===== src/rtl/dram_uart_dumper.sv =====
// dram_uart_dumper: reads COUNT bytes from DRAM starting at BASE_ADDR and sends
// them out as 8N1 UART frames, LSB first, one frame per byte.
//
// Ports:
//   i_clock    system clock
//   i_rst      synchronous active-high reset
//   i_start    dump request; a rising edge seen while idle starts one dump
//   i_dm_q     DRAM read data, valid RD_LAT cycles after o_dm_addr changes
//   o_dm_addr  DRAM read address (muxed onto the DRAM bus while o_bus_own=1)
//   o_bus_own  high while this block owns the DRAM address bus
//   o_uart_tx  serial output, idles high
//   o_busy     dump in progress
//   o_done     one-cycle pulse when a dump completes
module dram_uart_dumper #(
    parameter logic [15:0] BASE_ADDR    = 16'h0000,
    parameter logic [15:0] COUNT        = 16'd9,
    parameter logic [15:0] CLKS_PER_BIT = 16'd434,
    parameter logic [1:0]  RD_LAT       = 2'd1
) (
    input  logic        i_clock,
    input  logic        i_rst,
    input  logic        i_start,
    input  logic [7:0]  i_dm_q,
    output logic [15:0] o_dm_addr,
    output logic        o_bus_own,
    output logic        o_uart_tx,
    output logic        o_busy,
    output logic        o_done
);

    typedef enum logic [2:0] {
        S_IDLE,
        S_WAIT,
        S_LOAD,
        S_START,
        S_DATA,
        S_STOP,
        S_FIN
    } state_t;

    localparam logic [15:0] LAST_IDX  = COUNT - 16'd1;
    localparam logic [15:0] BIT_LAST  = CLKS_PER_BIT - 16'd1;
    localparam logic [1:0]  WAIT_LAST = RD_LAT - 2'd1;

    state_t      r_state;
    logic        r_start_d;
    logic [15:0] r_byte_cnt;
    logic [15:0] r_bit_timer;
    logic [1:0]  r_wait_cnt;
    logic [2:0]  r_bit_idx;
    logic [7:0]  r_shreg;

    logic        w_trigger;
    logic        w_bit_end;

    // Only a fresh rising edge observed in IDLE starts a dump; edges while busy are dropped.
    assign w_trigger = i_start & ~r_start_d & (r_state == S_IDLE);
    assign w_bit_end = (r_bit_timer == BIT_LAST);

    // Dump sequencer: address/readback, then start, 8 data, stop bit per byte.
    always_ff @(posedge i_clock) begin
        if (i_rst) begin
            r_state     <= S_IDLE;
            r_start_d   <= 1'b0;
            r_byte_cnt  <= 16'd0;
            r_bit_timer <= 16'd0;
            r_wait_cnt  <= 2'd0;
            r_bit_idx   <= 3'd0;
            r_shreg     <= 8'd0;
            o_dm_addr   <= BASE_ADDR;
            o_bus_own   <= 1'b0;
            o_uart_tx   <= 1'b1;
            o_busy      <= 1'b0;
            o_done      <= 1'b0;
        end else begin
            r_start_d <= i_start;
            o_done    <= 1'b0;
            case (r_state)
                S_IDLE: begin
                    if (w_trigger) begin
                        if (COUNT == 16'd0) begin
                            o_done  <= 1'b1;
                            r_state <= S_FIN;
                        end else begin
                            o_dm_addr  <= BASE_ADDR;
                            r_byte_cnt <= 16'd0;
                            o_busy     <= 1'b1;
                            o_bus_own  <= 1'b1;
                            r_wait_cnt <= 2'd0;
                            r_state    <= S_WAIT;
                        end
                    end
                end
                // Give the DRAM RD_LAT cycles to present data for the current address.
                S_WAIT: begin
                    if (r_wait_cnt == WAIT_LAST) begin
                        r_state <= S_LOAD;
                    end else begin
                        r_wait_cnt <= r_wait_cnt + 2'd1;
                    end
                end
                S_LOAD: begin
                    r_shreg     <= i_dm_q;
                    o_uart_tx   <= 1'b0;
                    r_bit_timer <= 16'd0;
                    r_state     <= S_START;
                end
                S_START: begin
                    if (w_bit_end) begin
                        r_bit_timer <= 16'd0;
                        o_uart_tx   <= r_shreg[0];
                        r_shreg     <= {1'b0, r_shreg[7:1]};
                        r_bit_idx   <= 3'd0;
                        r_state     <= S_DATA;
                    end else begin
                        r_bit_timer <= r_bit_timer + 16'd1;
                    end
                end
                S_DATA: begin
                    if (w_bit_end) begin
                        r_bit_timer <= 16'd0;
                        if (r_bit_idx == 3'd7) begin
                            o_uart_tx <= 1'b1;
                            r_state   <= S_STOP;
                        end else begin
                            o_uart_tx <= r_shreg[0];
                            r_shreg   <= {1'b0, r_shreg[7:1]};
                            r_bit_idx <= r_bit_idx + 3'd1;
                        end
                    end else begin
                        r_bit_timer <= r_bit_timer + 16'd1;
                    end
                end
                S_STOP: begin
                    if (w_bit_end) begin
                        r_bit_timer <= 16'd0;
                        if (r_byte_cnt == LAST_IDX) begin
                            o_done  <= 1'b1;
                            r_state <= S_FIN;
                        end else begin
                            r_byte_cnt <= r_byte_cnt + 16'd1;
                            o_dm_addr  <= o_dm_addr + 16'd1;
                            r_wait_cnt <= 2'd0;
                            r_state    <= S_WAIT;
                        end
                    end else begin
                        r_bit_timer <= r_bit_timer + 16'd1;
                    end
                end
                S_FIN: begin
                    o_busy    <= 1'b0;
                    o_bus_own <= 1'b0;
                    o_dm_addr <= BASE_ADDR;
                    r_state   <= S_IDLE;
                end
                default: begin
                    r_state <= S_IDLE;
                end
            endcase
        end
    end

endmodule


===== config.mk =====
export PLATFORM = sky130hd
export DESIGN_NAME = dram_uart_dumper
export DESIGN_NICKNAME = d
export VERILOG_FILES = /design/src/rtl/dram_uart_dumper.sv
export SDC_FILE = /design/constraint.sdc
export NUM_CORES = 1
export LEC_CHECK = 0
export BUFFER_PORTS_ARGS = -buffer_cell sky130_fd_sc_hd__buf_2
export CELL_PAD_IN_SITES_DETAIL_PLACEMENT = 0
export CELL_PAD_IN_SITES_GLOBAL_PLACEMENT = 2
export CORE_MARGIN = 4
export CORE_UTILIZATION = 36
export DETAILED_ROUTE_END_ITERATION = 7
export PLACE_DENSITY = 0.87
export SYNTH_ARGS = -nofsm -noshare
export SYNTH_HDL_FRONTEND = slang
export SYNTH_SLANG_ARGS = --single-unit

===== constraint.sdc =====
create_clock -name i_clock -period 2.5 [get_ports i_clock]
set_input_delay 0.25 -clock i_clock [delete_from_list [all_inputs] [get_ports i_clock]]
set_output_delay 0.25 -clock i_clock [all_outputs]
set_load 0.05 [all_outputs]

==> results by stage, run 1 <==
Outcome:
- The flow ran to the end, and the final reports show no timing, DRC or antenna violations.

Global route:
- The pin count of the biggest net entering global routing is 26.
- The number of global-route vias before repair is 2945.
- The initial antenna violation count is 0.
- The global-route usage over all layers is 0.148.
- After global routing the overflow that remains totals 0.
- The first global-routing pass estimated 13800 um of wire.

Critical path:
- Data on the critical path arrives at its endpoint at 2.57 ns.
- The kind of cell adding the most delay to the critical path is simple AND/OR/NAND/NOR gates.
- Setup slack on the worst reg-to-reg path comes out at 0.21 ns.
- The critical path endpoint is r_byte_cnt[0]$_SDFFE_PP0P_.
- STA classifies the critical path startpoint as a flip-flop.
- Measured in cells, the most critical reg-to-reg path has a length of 7.
- The largest individual stage delay along the critical path comes from the cell or4_4.
- The critical path crosses 7 cells after its start point.
- The critical setup path kind is flip-flop to flip-flop.
- The endpoint of the lowest-slack register-to-register path is r_byte_cnt[0]$_SDFFE_PP0P_.
- Traced cell by cell, the critical path runs through or4_4, nor4_4, o21a_1, buf_6, nand3b_1, or3_1, a21oi_1.
- The largest fanout on the critical path is 11.
- The origin of the worst setup path is r_bit_timer[6]$_SDFFE_PP0P_.
- The buffer and inverter count on the worst path is 1.
- The required time of the critical path is 2.78 ns.
- STA classifies the critical path endpoint as a flip-flop.
- The peak per-stage delay on the critical path is 0.55 ns.
- The beginning of the worst register-to-register path is r_bit_timer[6]$_SDFFE_PP0P_.

Logic synthesis:
- Synthesis produced a netlist whose cell count is 429.
- The simple logic cell fraction of the synthesized area is 0.306.
- The most used flip-flop cell after synthesis is dfxtp_1.
- The total nets after synthesis is 448.
- The post-synthesis share of cell area spent on full adders, half adders and majority gates is 0.0286.
- By area, the combinational part of the netlist is dominated by simple AND/OR/NAND/NOR gates.
- Of the total synthesized cell area, the portion taken by XOR and XNOR cells is 0.0626.
- Summing every instance area after synthesis gives 3500 um2.
- The share of flip-flops with an asynchronous set or reset is 0.
- The netlist uses 54 different library cells.
- Counting flops with a built-in enable in the synthesized netlist gives 0.
- The count of yosys warnings during synthesis is 0.
- The synthesized area per cell is 8.16 um2.
- The number of register bits inferred by synthesis is 68.
- For this run, the register share of the synthesized area comes to 0.389.
- Of the post-synthesis cell area, the part taken by muxes is 0.00286.
- The fraction of the mapped netlist area in compound gates is 0.168.

Layout:
- The area growth from synthesis to layout is 15.4%.
- The number of antenna cells inserted is 0.
- The post-layout net count is 476.
- Of the cells placed in the final design, the portion with a size suffix greater than 1 is 0.169.

Power and ir drop:
- Summed over all cells, the static leakage comes to 1.47 nW.
- The maximum vdd ir drop is 0.367 mV.
- The overall power is 3.21 mW.
- The power share of the sequential group is 0.387.
- In this run the power density over the cells is 794 nW/um2.
- The total net switching power is 1.20 mW.
- The switching part of the total is 0.374.
- The internal power of the cells is 2.01 mW.
- The share of total power dissipated in combinational logic is 0.327.
- The clock network power share is 0.286.

Floorplanning:
- The chip width is 107 um.
- The number of cell rows is 35.
- The core box area is 9370 um2.
- The initial cell density of the core is 0.373.
- The top-level port count is 31.
- The die covers 11400 um2.
- The die height is 107 um.

Job:
- The tool flagged a number of max-cap violations equal to 0.

Hold path:
- Along the worst hold path, the cell count comes to 2.
- The class of the worst hold path is input port to flip-flop.

Clock network:
- Buffers inserted during clock tree synthesis total 9.
- The TritonCTS clock tree is built.
- The total number of H-tree levels is 3.
- The number of sinks handled by clock tree synthesis is 68.
- The clock slew at the register clock pins of the worst setup and hold paths is 0.08 ns.
- The clock passes through at most 2 buffers.
- The source-to-sink clock delay at the later pin of the worst-skew pair is 0.35 ns.
- CTS placed an instance of clkbuf_8 at the clock tree root.

Drt:
- The mean number of vias per cell is 5.19.
- The number of remaining DRC errors is 0.
- After detailed routing, the average wire length per cell comes to 13.4 um.
- The routed layout has 3065 vias.
- The first detailed-routing pass took 4 iterations.
- In this run the remaining antenna-violating nets after routing total 0.
- Wires add up to 7940 um.
- After the first detailed-routing iteration, the DRC count stood at 84.

Timing:
- The number of setup violations in the final report is 0.
- The highest attainable clock frequency is 436 MHz.
- The worst path in the final design needs a cycle of 2.29 ns, including I/O delays and setup.
- For the final database, setup skew stands at 0.0131 ns.
- The number of max-slew violations in the final report is 0.
- Setup repair after global routing left no endpoint under its margin.
- The count of endpoints failing hold in the final timing report is 0.
- After routing, the total negative slack on setup checks comes to 0 ns.
- Dividing the final minimum period by the clock period gives 0.917.
- The actual transition at the worst max-transition pin is 1.14 ns.
- The worst slew slack as a fraction of its limit is 0.240.

Place:
- Port buffering added 30 buffers.
- At the end of routability-driven placement, the weighted congestion stood at 0.760.
- The post-detailed-placement half-perimeter wirelength is 5540 um.
-- cells in the final DEF, fill, tap and decap left out, types with 9 or more instances in the layout --
master,netlist,layout
a21oi_1,39,38
a311oi_1,11,11
and3_1,13,13
buf_2,2,30
buf_4,1,12
clkbuf_8,0,10
dfxtp_1,68,67
inv_1,9,9
nand2_1,46,46
nand3_1,13,12
nand4_1,12,12
nor2_1,55,55
o21ai_0,15,15
xor2_1,18,18
-- power groups by stage --
stage	logic, mW	clock network [mW]	registers (mW)
after floorplan	0.758	0	1.27
after global routing	1.16	1.00	1.26
after CTS	1.04	0.957	1.24
after global placement	1.03	0	1.26
after detailed placement	1.03	0	1.26
final	1.05	0.918	1.24
-- synth_stat cells (7+ instances only) --
library cell | number | area, um2
and3_1 | 13 | 81.3
xnor2_1 | 7 | 61.3
nand4_1 | 12 | 75.1
a311oi_1 | 11 | 96.3
xor2_1 | 18 | 158
or3_1 | 7 | 43.8
inv_1 | 9 | 33.8
o21ai_0 | 15 | 75.1
nand3_1 | 13 | 65.1
nor2_1 | 55 | 206
clkbuf_1 | 20 | 75.1
a21oi_1 | 39 | 195
dfxtp_1 | 68 | 1360
nand4b_1 | 8 | 70.1
ha_1 | 8 | 100
nand2_1 | 46 | 173
-- sequential cells by signal, summed over array words and instances (netlist names) --
| name | cells |
|---|---|
| r_bit_idx | 3 |
| r_start_d | 1 |
| o_uart_tx | 1 |
| r_wait_cnt | 2 |
| r_shreg | 8 |
| o_dm_addr | 16 |
| o_done | 1 |
| r_state | 3 |
| r_byte_cnt | 16 |
| r_bit_timer | 16 |
| o_busy | 1 |
-- metrics by stage --
stage                     area (um2)  cells  hold slack (ns)  utilization  setup slack [ns]
after floorplan                 3500    429            0.378            -             0.334
after global placement          3800    575            0.450        0.405             0.212
after detailed placement        3800    575            0.466        0.405             0.139
after CTS                       4000    591            0.132        0.427             0.110
after global routing            4040    591            0.157        0.431            0.0267
final                           4040    591            0.146        0.431             0.206
-- worst min path at each step --
stage / endpoint / startpoint / slack [ns]
after floorplan: r_start_d$_SDFF_PP0_ / i_start / 0.38
after global placement: r_wait_cnt[0]$_SDFFE_PP0P_ / r_wait_cnt[0]$_SDFFE_PP0P_ / 0.45
after detailed placement: r_wait_cnt[0]$_SDFFE_PP0P_ / r_wait_cnt[0]$_SDFFE_PP0P_ / 0.47
after CTS: r_start_d$_SDFF_PP0_ / i_start / 0.13
after global routing: r_shreg[4]$_SDFFE_PP0P_ / i_dm_q[4] / 0.16
final: r_start_d$_SDFF_PP0_ / i_start / 0.15
-- layer usage --
layer / GRT usage / up-vias / part of all wire
li1: - / 1585 / -
met1: 0.196 / 1433 / 0.49
met2: 0.236 / 40 / 0.47
met3: 0.0415 / 7 / 0.038
met4: 0.0384 / 0 / 0.0079
met5: 0 / - / 0
-- layout make-up --
| class | count | area, um2 |
|---|---|---|
| Sequential cell | 68 | 1360 |
| Timing Repair Buffer | 44 | 263 |
| Clock inverter | 6 | 63.8 |
| Clock buffer | 10 | 138 |
| Inverter | 9 | 33.8 |
| Tap cell | 129 | 161 |
| Multi-Input combinational cell | 325 | 2020 |
| Fill cell | 985 | 5330 |
-- kinds of logic after synthesis --
logic type,count (synthesis)
simple gates,200
fa+ha+maj,8
compound gates,91
mux,1
flops,68
buf+inv,36
xor+xnor,25
-- timing repair --
action                                 in CTS  in global routing
gates resized for setup                     0                  8
hold buffers                                0                  0
endpoints found under the hold margin       0                  0
setup endpoints to repair                   0                 20
setup buffers                               0                  0
Note: power is estimated with default switching activity, not from simulation.
==> run 2: changes to the inputs <==
==> config.mk (replaced) <==
export PLATFORM = sky130hd
export DESIGN_NAME = dram_uart_dumper
export DESIGN_NICKNAME = d
export VERILOG_FILES = /design/src/rtl/dram_uart_dumper.sv
export SDC_FILE = /design/constraint.sdc
export NUM_CORES = 1
export LEC_CHECK = 0
export BUFFER_PORTS_ARGS = -buffer_cell sky130_fd_sc_hd__buf_2
export CORE_MARGIN = 4
export CORE_UTILIZATION = 45
export DETAILED_ROUTE_END_ITERATION = 7
export PLACE_DENSITY = 0.7
export SYNTH_ARGS = -nofsm -noshare
export SYNTH_HDL_FRONTEND = slang
export SYNTH_SLANG_ARGS = --single-unit
==> constraint.sdc (replaced) <==
create_clock -name i_clock -period 2.9 [get_ports i_clock]
set_input_delay 0.29 -clock i_clock [delete_from_list [all_inputs] [get_ports i_clock]]
set_output_delay 0.29 -clock i_clock [all_outputs]
set_load 0.05 [all_outputs]
==> run 2 against run 1 <==
Sequential share of layout area is 0.60 points higher. Die area fell by 19%. Sequential cell count did not move. Via count is 2.0% higher. Setup slack improved by 0.21 ns. Final cell count fell by 5.6%. Utilization up 10 points. First-iteration DRC count is 54% higher. Clock power shrank 3.7%. Clock skew fell by 0.0036 ns.
==> results by stage, run 2 (synthesis results as in run 1) <==
Layout:
- The most common cell after layout, fill and taps aside is dfxtp_1.
- The fraction of layout instances using a drive strength above 1 is 0.150 (-0.0185).
- The number of antenna cells inserted is 0 (unchanged).
- The post-layout net count is 473 (-0.63%).
- The sequential cell area in the final layout was 1360 um2 (about the same).
- The area of combinational cells with multiple inputs is 1990 um2 (-1.4%).
- From synthesis to final layout, the design area changed by 13.3%.
- Leaving out fill and tap cells, the most frequent cells in the layout are dfxtp_1 (68), nor2_1 (55), nand2_1 (46).
- The final-layout fill cell count was 703 (-29%).
- The largest registers in the layout are o_dm_addr: 16 flops, r_bit_timer: 16 flops, r_byte_cnt: 16 flops.
- The share of the core filled with cells is 0.535 (+0.104).

Power and ir drop:
- The power per unit of standard cell area is 709 nW/um2 (-11%).
- The total net switching power is 1.03 mW (-14%).
- The clock network power share is 0.315 (+0.029).
- The switching part of the total is 0.368 (-0.00596).
- The combinational share of power was 0.310 (-0.017).
- The internal power of the cells is 1.78 mW (-12%).
- The overall power was 2.81 mW (-12%).
- The leakage power is 1.46 nW (-0.90%).
- The power share of the sequential group was 0.375 (-0.012).
- The maximum vdd ir drop is 0.367 mV (about the same).

Clock network:
- The TritonCTS clock tree is built.
- The clock slew at the register clock pins of the worst setup and hold paths is 0.08 ns (about the same).
- The source-to-sink clock delay at the later pin of the worst-skew pair came to 0.36 ns (about the same).
- The clock buffer count from CTS is 9 (unchanged).
- The number of sinks handled by clock tree synthesis is 68 (unchanged).
- The clock tree buffer depth came to 2 (unchanged).
- The count of hold buffers inserted by post-cts repair came to 0 (unchanged).
- The CTS root buffer is clkbuf_8.
- The post-cts sizing count came to 0 (unchanged).
- The total number of H-tree levels is 3 (unchanged).
- The number of buffers inserted by post-CTS setup repair is 0 (unchanged).

Drt:
- The number of remaining DRC errors is 0 (unchanged).
- The number of iterations in the first detailed-routing pass was 4 (unchanged).
- The mean number of vias per cell came to 5.60 (+8.0%).
- The overall routed net length is 7580 um (-4.5%).
- The routed wire length per instance is 13.6 um (+1.2%).
- The count of nets left with antenna violations after detail routing is 0 (unchanged).
- The number of DRC violations after detailed-routing iteration 0 is 129 (+54%).
- The detailed-route via count is 3126 (+2.0%).

Timing:
- Setup repair after global routing left no endpoint under its margin.
- The highest attainable clock frequency is 403 MHz (-7.5%).
- The number of setup violations in the final report was 0 (unchanged).
- The count of endpoints failing hold in the final timing report is 0 (unchanged).
- The worst slew slack as a fraction of its limit is 0.321 (+0.0816).
- The worst clock skew was 0.00957 ns (-0.00356 ns).
- The period utilization is 0.855 (-0.0621).
- The actual transition at the worst max-transition pin is 1.02 ns (-0.122 ns).
- The summed negative setup slack over all endpoints came to 0 ns (unchanged).
- The post-route minimum period is 2.48 ns (+0.187 ns).
- The number of max-slew violations in the final report is 0 (unchanged).

Global route:
- The initial antenna violation count is 0 (unchanged).
- The number of global-route vias before repair is 2871 (-2.5%).
- The first-pass GRT wire length is 13000 um (-5.8%).
- The overall overflow remaining after global route is 0 (unchanged).
- The pin count of the biggest net entering global routing is 29 (+12%).
- The global-route usage over all layers is 0.177 (+0.0293).

Floorplanning:
- The initial cell density of the core came to 0.472 (+0.0990).
- The full die area was 9250 um2 (-19%).
- The core box area was 7410 um2 (-21%).
- The chip width is 96.2 um (-9.8%).
- The die height is 96.2 um (-9.8%).
- The top-level port count came to 31 (unchanged).
- The number of cell rows is 31 (-11%).

Critical path:
- The worst setup path is launched from a flip-flop.
- The peak per-stage delay on the critical path is 0.49 ns (-0.06 ns).
- The largest fanout on the critical path is 15 (+4).
- The critical path goes through ha_1, or3b_2, nor4_4, buf_4, a31oi_1, o21ai_2, nor2_1, a311oi_1.
- The required time of the critical path is 3.16 ns (+0.38 ns).
- The nature of the critical path endpoint is a flip-flop.
- The cell with the largest stage delay on the worst path is o21ai_2.
- The critical setup path kind is flip-flop to flip-flop.
- The worst reg-to-reg setup slack was 0.42 ns (+0.21 ns).
- The arrival time at the worst endpoint was 2.74 ns (+0.17 ns).

Place:
- The post-detailed-placement half-perimeter wirelength is 5170 um (-6.7%).
- The global placement routability congestion is 0.788 (+3.7%).
- The number of I/O port buffers is 30 (unchanged).

Job:
- The number of max-cap violations is 0 (unchanged).

Hold path:
- The class of the worst hold path is input port to flip-flop.

Outcome:
- The flow ran to the end, and the final reports show no timing, DRC or antenna violations.
## run 2: cell types whose count changed in the layout (fill, tap and decap cells not counted), sizes merged
cell and change:
buf -3, bufinv +1, clkbuf -1, clkinv -2, clkinvlp +1, inv +1
## run 2: worst paths after layout
kind / startpoint / endpoint / depth (start not counted)
worst min register to register: r_wait_cnt[0]$_SDFFE_PP0P_ / r_wait_cnt[0]$_SDFFE_PP0P_ / 1
worst min-delay path: i_start / r_start_d$_SDFF_PP0_ / 2
worst max register to register: r_bit_timer[0]$_SDFFE_PP0P_ / r_shreg[5]$_SDFFE_PP0P_ / 8
worst max-delay path: r_bit_timer[0]$_SDFFE_PP0P_ / r_shreg[5]$_SDFFE_PP0P_ / 8
## run 2: metal layers
layer,track usage,vias to the layer above,share of wire
met3,0.0383,16,0.032
met1,0.228,1491,0.47
met5,0,-,0
li1,-,1582,-
met4,0.0758,0,0.022
met2,0.283,37,0.47
## run 2: metrics by stage
step,hold slack [ns],cells,setup WS (ns),area [um2]
after floorplan,0.418,429,0.734,3500
after global placement,0.454,542,0.548,3740
after detailed placement,0.456,542,0.459,3740
after CTS,0.171,558,0.420,3960
after global routing,0.193,558,0.191,3960
final,0.173,558,0.420,3960
## run 2: area by class of cell
class / instances / area share
clock buffer: 9 / 0.0313
clock inverter: 7 / 0.0253
multi-input combinational: 325 / 0.502
sequential: 68 / 0.343
tap: 99 / 0.0313
timing repair buffer: 41 / 0.0587
inverter: 9 / 0.00852
## run 2: worst max-delay path, delay by kind of cell (launching register included)
kind	cells	cell delay [ns]
flip-flops	1	0.39
adder cells (fa/ha/maj)	1	0.16
AO/OA/AOI/OAI	3	0.89
AND/OR/NAND/NOR	3	0.68
buffers and inverters	1	0.25
## run 2: power groups by stage
stage | clock, mW | sequential [mW] | combinational [mW]
floorplan | 0 | 1.09 | 0.653
global placement | 0 | 1.07 | 0.852
detailed placement | 0 | 1.07 | 0.867
CTS | 0.896 | 1.05 | 0.871
global route | 0.946 | 1.07 | 0.955
finish | 0.884 | 1.05 | 0.872
